File: src/rtl/multicycle_control_unit.sv
// rtl/multicycle_control_unit.sv - multicycle ARM-subset control FSM with {N,Z,C,V} flag register
// Optional feature: `define HOST_HOLD_EN adds HostReq/HostAck and the HOLD state for host memory loading.
module multicycle_control_unit #(
  parameter int         ALUCTRL_W = 2,
  parameter logic [3:0] FLAGS_RST = 4'b0000
) (
  input  logic                 CLK,
  input  logic                 RST_N,
  input  logic [3:0]           Cond,
  input  logic [1:0]           Op,
  input  logic [5:0]           Funct,
  input  logic [3:0]           Rd,
  input  logic [3:0]           ALUFlags,
`ifdef HOST_HOLD_EN
  input  logic                 HostReq,
  output logic                 HostAck,
`endif
  output logic                 PCWrite,
  output logic                 IRWrite,
  output logic                 RegWrite,
  output logic                 MemWrite,
  output logic                 AdrSrc,
  output logic                 ALUSrcA,
  output logic [1:0]           ResultSrc,
  output logic [1:0]           ALUSrcB,
  output logic [1:0]           ImmSrc,
  output logic [1:0]           RegSrc,
  output logic [ALUCTRL_W-1:0] ALUControl,
  output logic [3:0]           State
);

  typedef enum logic [3:0] {
    FETCH = 4'd0, DECODE = 4'd1, MEMADR = 4'd2, MEMRD = 4'd3, MEMWB = 4'd4, MEMWR = 4'd5,
    EXECR = 4'd6, EXECI = 4'd7, ALUWB = 4'd8, BRANCH = 4'd9, HOLD = 4'd10
  } state_t;

  state_t                 state_q, state_d;
  logic   [3:0]           flags;
  logic                   condex, supported, nowrite, is_arith, flag_upd;
  logic   [ALUCTRL_W-1:0] alu_sel;

  always_comb begin
    alu_sel   = '0;
    nowrite   = 1'b0;
    supported = 1'b1;
    is_arith  = 1'b0;
    case (Funct[4:1])
      4'b0100: is_arith = 1'b1;
      4'b0010: begin alu_sel = ALUCTRL_W'(1); is_arith = 1'b1; end
      4'b0000: alu_sel = ALUCTRL_W'(2);
      4'b1100: alu_sel = ALUCTRL_W'(3);
      4'b0001: if (ALUCTRL_W >= 3) alu_sel = ALUCTRL_W'(4); else supported = 1'b0;
      // CMP reuses the subtractor but never writes a register
      4'b1010: if (ALUCTRL_W >= 3) begin
                 alu_sel  = ALUCTRL_W'(1);
                 is_arith = 1'b1;
                 nowrite  = 1'b1;
               end else supported = 1'b0;
      default: supported = 1'b0;
    endcase
  end

  always_comb begin
    case (Cond)
      4'b0000: condex = flags[2];
      4'b0001: condex = ~flags[2];
      4'b0010: condex = flags[1];
      4'b0011: condex = ~flags[1];
      4'b0100: condex = flags[3];
      4'b0101: condex = ~flags[3];
      4'b0110: condex = flags[0];
      4'b0111: condex = ~flags[0];
      4'b1000: condex = flags[1] & ~flags[2];
      4'b1001: condex = ~flags[1] | flags[2];
      4'b1010: condex = (flags[3] == flags[0]);
      4'b1011: condex = (flags[3] != flags[0]);
      4'b1100: condex = ~flags[2] & (flags[3] == flags[0]);
      4'b1101: condex = flags[2] | (flags[3] != flags[0]);
      4'b1110: condex = 1'b1;
      default: condex = 1'b0;
    endcase
  end

  assign flag_upd = ((state_q == EXECR) || (state_q == EXECI)) && supported &&
                    (Funct[0] || nowrite) && condex;

  always_ff @(posedge CLK or negedge RST_N) begin
    if (!RST_N) begin
      state_q <= FETCH;
      flags   <= FLAGS_RST;
    end else begin
      state_q <= state_d;
      if (flag_upd) begin
        flags[3:2] <= ALUFlags[3:2];
        if (is_arith) flags[1:0] <= ALUFlags[1:0];
      end
    end
  end

  always_comb begin
    state_d    = FETCH;
    PCWrite    = 1'b0;
    IRWrite    = 1'b0;
    RegWrite   = 1'b0;
    MemWrite   = 1'b0;
    AdrSrc     = 1'b0;
    ALUSrcA    = 1'b0;
    ResultSrc  = 2'b00;
    ALUSrcB    = 2'b00;
    ALUControl = '0;
`ifdef HOST_HOLD_EN
    HostAck    = 1'b0;
`endif
    case (state_q)
      FETCH: begin
        IRWrite   = 1'b1;
        PCWrite   = 1'b1;
        ALUSrcA   = 1'b1;
        ALUSrcB   = 2'b10;
        ResultSrc = 2'b10;
        state_d   = DECODE;
`ifdef HOST_HOLD_EN
        if (HostReq) begin
          IRWrite = 1'b0;
          PCWrite = 1'b0;
          state_d = HOLD;
        end
`endif
      end
      DECODE: begin
        ALUSrcA   = 1'b1;
        ALUSrcB   = 2'b10;
        ResultSrc = 2'b10;
        case (Op)
          2'b01:   state_d = MEMADR;
          2'b00:   state_d = Funct[5] ? EXECI : EXECR;
          2'b10:   state_d = BRANCH;
          default: state_d = FETCH;
        endcase
      end
      MEMADR: begin
        ALUSrcB = 2'b01;
        state_d = Funct[0] ? MEMRD : MEMWR;
      end
      MEMRD: begin
        AdrSrc  = 1'b1;
        state_d = MEMWB;
      end
      MEMWR: begin
        AdrSrc   = 1'b1;
        MemWrite = condex;
      end
      MEMWB: begin
        ResultSrc = 2'b01;
        RegWrite  = condex;
      end
      EXECR: begin
        ALUControl = alu_sel;
        state_d    = ALUWB;
      end
      EXECI: begin
        ALUSrcB    = 2'b01;
        ALUControl = alu_sel;
        state_d    = ALUWB;
      end
      ALUWB: begin
        RegWrite = condex & ~nowrite & supported;
        PCWrite  = condex & (Rd == 4'd15) & supported;
      end
      BRANCH: begin
        ALUSrcB   = 2'b01;
        ResultSrc = 2'b10;
        PCWrite   = condex;
      end
`ifdef HOST_HOLD_EN
      HOLD: begin
        HostAck = 1'b1;
        state_d = HostReq ? HOLD : FETCH;
      end
`endif
      default: state_d = FETCH;
    endcase
    // Outputs are forced low combinationally so an abort takes effect before the next edge
    if (!RST_N) begin
      PCWrite    = 1'b0;
      IRWrite    = 1'b0;
      RegWrite   = 1'b0;
      MemWrite   = 1'b0;
      AdrSrc     = 1'b0;
      ALUSrcA    = 1'b0;
      ResultSrc  = 2'b00;
      ALUSrcB    = 2'b00;
      ALUControl = '0;
`ifdef HOST_HOLD_EN
      HostAck    = 1'b0;
`endif
    end
  end

  assign ImmSrc = RST_N ? Op : 2'b00;
  assign RegSrc = RST_N ? {(Op == 2'b01), (Op == 2'b10)} : 2'b00;
  assign State  = state_q;

endmodule

File: config.mk
export PLATFORM = sky130hd
export DESIGN_NAME = multicycle_control_unit
export DESIGN_NICKNAME = d
export VERILOG_FILES = /design/src/rtl/multicycle_control_unit.sv
export SDC_FILE = /design/constraint.sdc
export NUM_CORES = 1
export LEC_CHECK = 0
export ABC_AREA = 1
export CAP_MARGIN = 20
export CORE_MARGIN = 2
export CORE_UTILIZATION = 41
export CTS_BUF_LIST = sky130_fd_sc_hd__clkbuf_8
export DETAILED_ROUTE_END_ITERATION = 10
export GPL_TIMING_DRIVEN = 0
export PLACE_DENSITY = 0.89
export SYNTH_ARGS = -nofsm -noshare
export SYNTH_HDL_FRONTEND = slang
export SYNTH_SLANG_ARGS = --single-unit
File: constraint.sdc
create_clock -name CLK -period 1.7 [get_ports CLK]
set_input_delay 0.425 -clock CLK [delete_from_list [all_inputs] [get_ports CLK]]
set_output_delay 0.425 -clock CLK [all_outputs]
set_load 0.02 [all_outputs]
==> flow_summary.json <==
{
  "drt_iter0_markers": 37,
  "hold_end": "State[3]",
  "synthFlopType": "dfrtp_1",
  "antenna_found_initial": 0,
  "antenna_left": 0,
  "hold_viol_final": 0,
  "die_area_mm2": 0.00245,
  "worstMarginPinSlew_ps": 434,
  "wl_mm": 3.38,
  "reg2regPathDepth": 12,
  "final_cells": 230,
  "leakage_uw": 0.000821,
  "ys_types": 27,
  "grt_usage_pct": 26.4,
  "grt_pass1_wl_mm": 5.00,
  "syn_nets": 167,
  "power_frac_seq_pct": 17.6,
  "avgSynthCellArea_um2": 5.84,
  "ios": 42,
  "netlist_top_cells_count": "39 x nand2_1, 26 x inv_1, 20 x nor2_1",
  "max-slew-margin-rel_pct": 71.0,
  "sw_frac_of_total_pct": 48.8,
  "start_kind": "register",
  "fillCellCount": 143,
  "fin_ws_ps": -296,
  "synth_warnings": 0,
  "pwr-share-comb_pct": 68.4,
  "wl_per_cell_um": 14.7,
  "nNetsFinal": 226,
  "fin_skew_ps": 1.63,
  "cts_tree": "built",
  "dp.final_hpwl_mm": 2.08,
  "grt_max_degree": 11,
  "setup_viol_count_final": 12,
  "vias_per_cell": 5.50,
  "netlist_instances": 145,
  "outcome": "finished, violations left",
  "period_needed_ps": 2000,
  "drive_gt1_share_pct": 45.3,
  "r2r-end": "flags[2]",
  "synth-seq-area-share_pct": 23.6,
  "tns_ps": -1790,
  "clock.fmax_mhz": 501,
  "synth_area_leaders": "dfrtp_1 24%, nand2_1 17%, inv_1 12%",
  "slew_violations": 0,
  "die_w_um": 49.5,
  "h-tree-depth": 1,
  "finalCritPeriodShare_pct": 117,
  "numPortBuffers": 40,
  "clk_pin_slew_ps": 50,
  "drc": 0,
  "synth_top_area_share_pct": 23.6,
  "drt_first_pass_iters": 4,
  "busiest_layer": "met2",
  "core_mm2": 0.00196,
  "violations": "negative setup slack",
  "synth_area_leader_cell": "dfrtp_1",
  "async_reset_ff_share_pct": 100,
  "grt_pass1_vias": 1172,
  "worstReg2RegStart": "flags[0]",
  "ys_ff_latch": 8,
  "grt.met2_usage_pct": 53.8,
  "worst-setup-path-type": "reg2out",
  "hp-class": "in2reg",
  "area_growth_pct": 82.0,
  "rrSetupSlack_ps": 280,
  "rsz0062_at_grt": "yes",
  "cap_violations": 0,
  "cp_max_fo": 3,
  "clkSinkCount": 8,
  "use_met3_pct": 6.06,
  "diodes": 0,
  "dp_cells": 212,
  "power_switching_uw": 868,
  "cp.arrival_ps": 1570,
  "root_buffer": "clkbuf_8",
  "numCtsBuffers": 3,
  "holdPathStages": 2,
  "num_vias": 1264,
  "synth_area_um2": 847,
  "synth_edf_count": 0,
  "clk_latency_ps": 240,
  "yosysMostFrequentCell": "nand2_1",
  "cp-end-kind": "primary output",
  "p_per_area_mw_per_mm2": 1150,
  "power_frac_clock_pct": 13.9,
  "min_from": "Op[0]",
  "max-vdd-ir-drop_mv": 0.846,
  "start_util_pct": 43.2,
  "grtUsageMet1_pct": 26.3,
  "rows": 16,
  "p_int_uw": 910,
  "cp_data_required_time_ps": 1270,
  "grt_overflow_total": 0,
  "fp.dieH_um": 49.5,
  "gp_congestion": 0.905,
  "cts_buffer_depth": 2
}
==> logic make-up (layout without fill, tap and decap cells) <==
kind of cell / after synthesis / in the layout / synth area share [%]
flops: 8 / 8 / 23.6
buf+inv: 30 / 88 / 13.9
simple gates: 92 / 92 / 51.1
compound gates: 15 / 15 / 11.4
==> what timing repair did <==
item / in CTS / in global routing
hold buffers: 1 / 0
buffers inserted: 9 / 4
setup endpoints to repair: 22 / 15
pin swaps: 18 / 10
endpoints found under the hold margin: 8 / 0
resized for setup: 140 / 37
==> worst max-delay path: stages (launching register included) <==
cell and delay [ps]:
dfrtp_2 430, nor2_2 160, inv_2 80, nor2_4 90, o21ai_2 80, o21ai_2 180, nand2_4 70, a21oi_4 110
buf_6 130
==> state kept, by name, indices dropped and copies added, names as in the netlist <==
name,count
flags,4
State,4
==> how the worst max path moves through the flow <==
stage / endpoint / from / cells after the start
2_1_floorplan: ALUControl[1] / State[2] / 4
3_3_place_gp: AdrSrc / RST_N / 6
3_5_place_dp: AdrSrc / RST_N / 6
4_1_cts: PCWrite / flags[0] / 10
5_1_grt: PCWrite / State[1] / 8
6_report: PCWrite / State[1] / 8
==> layer usage <==
layer  up-vias  part of all wire [%]
met1       587                    36
met3        17                   7.5
met4         0                   2.8
met2        75                    53
met5         -                     0
li1        585                     -
==> metrics by stage <==
step	power, uW	area (um^2)	utilization [%]	setup WS [ps]	hold WS (ps)
global placement	1170	1320	67.1	-1430	488
detailed placement	1180	1320	67.1	-1440	501
finish	1780	1540	78.6	-296	485
global route	1860	1540	78.6	-348	502
CTS	1510	1430	72.7	-213	510
floorplan	819	882	-	-106	129
==> cell type report <==
type / count / area (um^2) / area share [%]
Tap cell: 27 / 33.8 / 2.19
Clock inverter: 1 / 3.75 / 0.244
Clock buffer: 3 / 41.3 / 2.68
Inverter: 27 / 101 / 6.57
Sequential cell: 8 / 203 / 13.1
Multi-Input combinational cell: 107 / 683 / 44.3
Buffer: 3 / 22.5 / 1.46
Timing Repair Buffer: 54 / 453 / 29.4
==> layout by cell type (no fill, tap or decap), types with 2 or more instances in the layout <==
| cell type | synthesis | final |
|---|---|---|
| a21oi_2 | 2 | 2 |
| buf_2 | 1 | 10 |
| buf_4 | 1 | 20 |
| buf_6 | 0 | 9 |
| clkbuf_8 | 0 | 3 |
| clkdlybuf4s50_1 | 0 | 6 |
| dfrtp_1 | 8 | 6 |
| dfrtp_2 | 0 | 2 |
| dlygate4sd2_1 | 0 | 7 |
| dlymetal6s2s_1 | 0 | 2 |
| inv_1 | 26 | 16 |
| inv_2 | 1 | 12 |
| nand2_1 | 39 | 32 |
| nand2_2 | 2 | 7 |
| nand2_4 | 0 | 2 |
| nand3_1 | 17 | 15 |
| nand3_2 | 1 | 3 |
| nand3b_1 | 3 | 3 |
| nand4_1 | 3 | 3 |
| nor2_1 | 20 | 10 |
| nor2_2 | 1 | 4 |
| nor2_4 | 0 | 7 |
| nor3_4 | 1 | 3 |
| o21ai_0 | 5 | 2 |
| o21ai_2 | 0 | 3 |
==> power by group through the flow <==
stage | clock network [uW] | registers (uW) | logic [uW]
floorplan | 0 | 347 | 472
CTS | 243 | 298 | 964
detailed placement | 0 | 315 | 864
global placement | 0 | 314 | 852
global route | 261 | 316 | 1280
finish | 248 | 314 | 1220
Power figures use the tool's default switching activity.
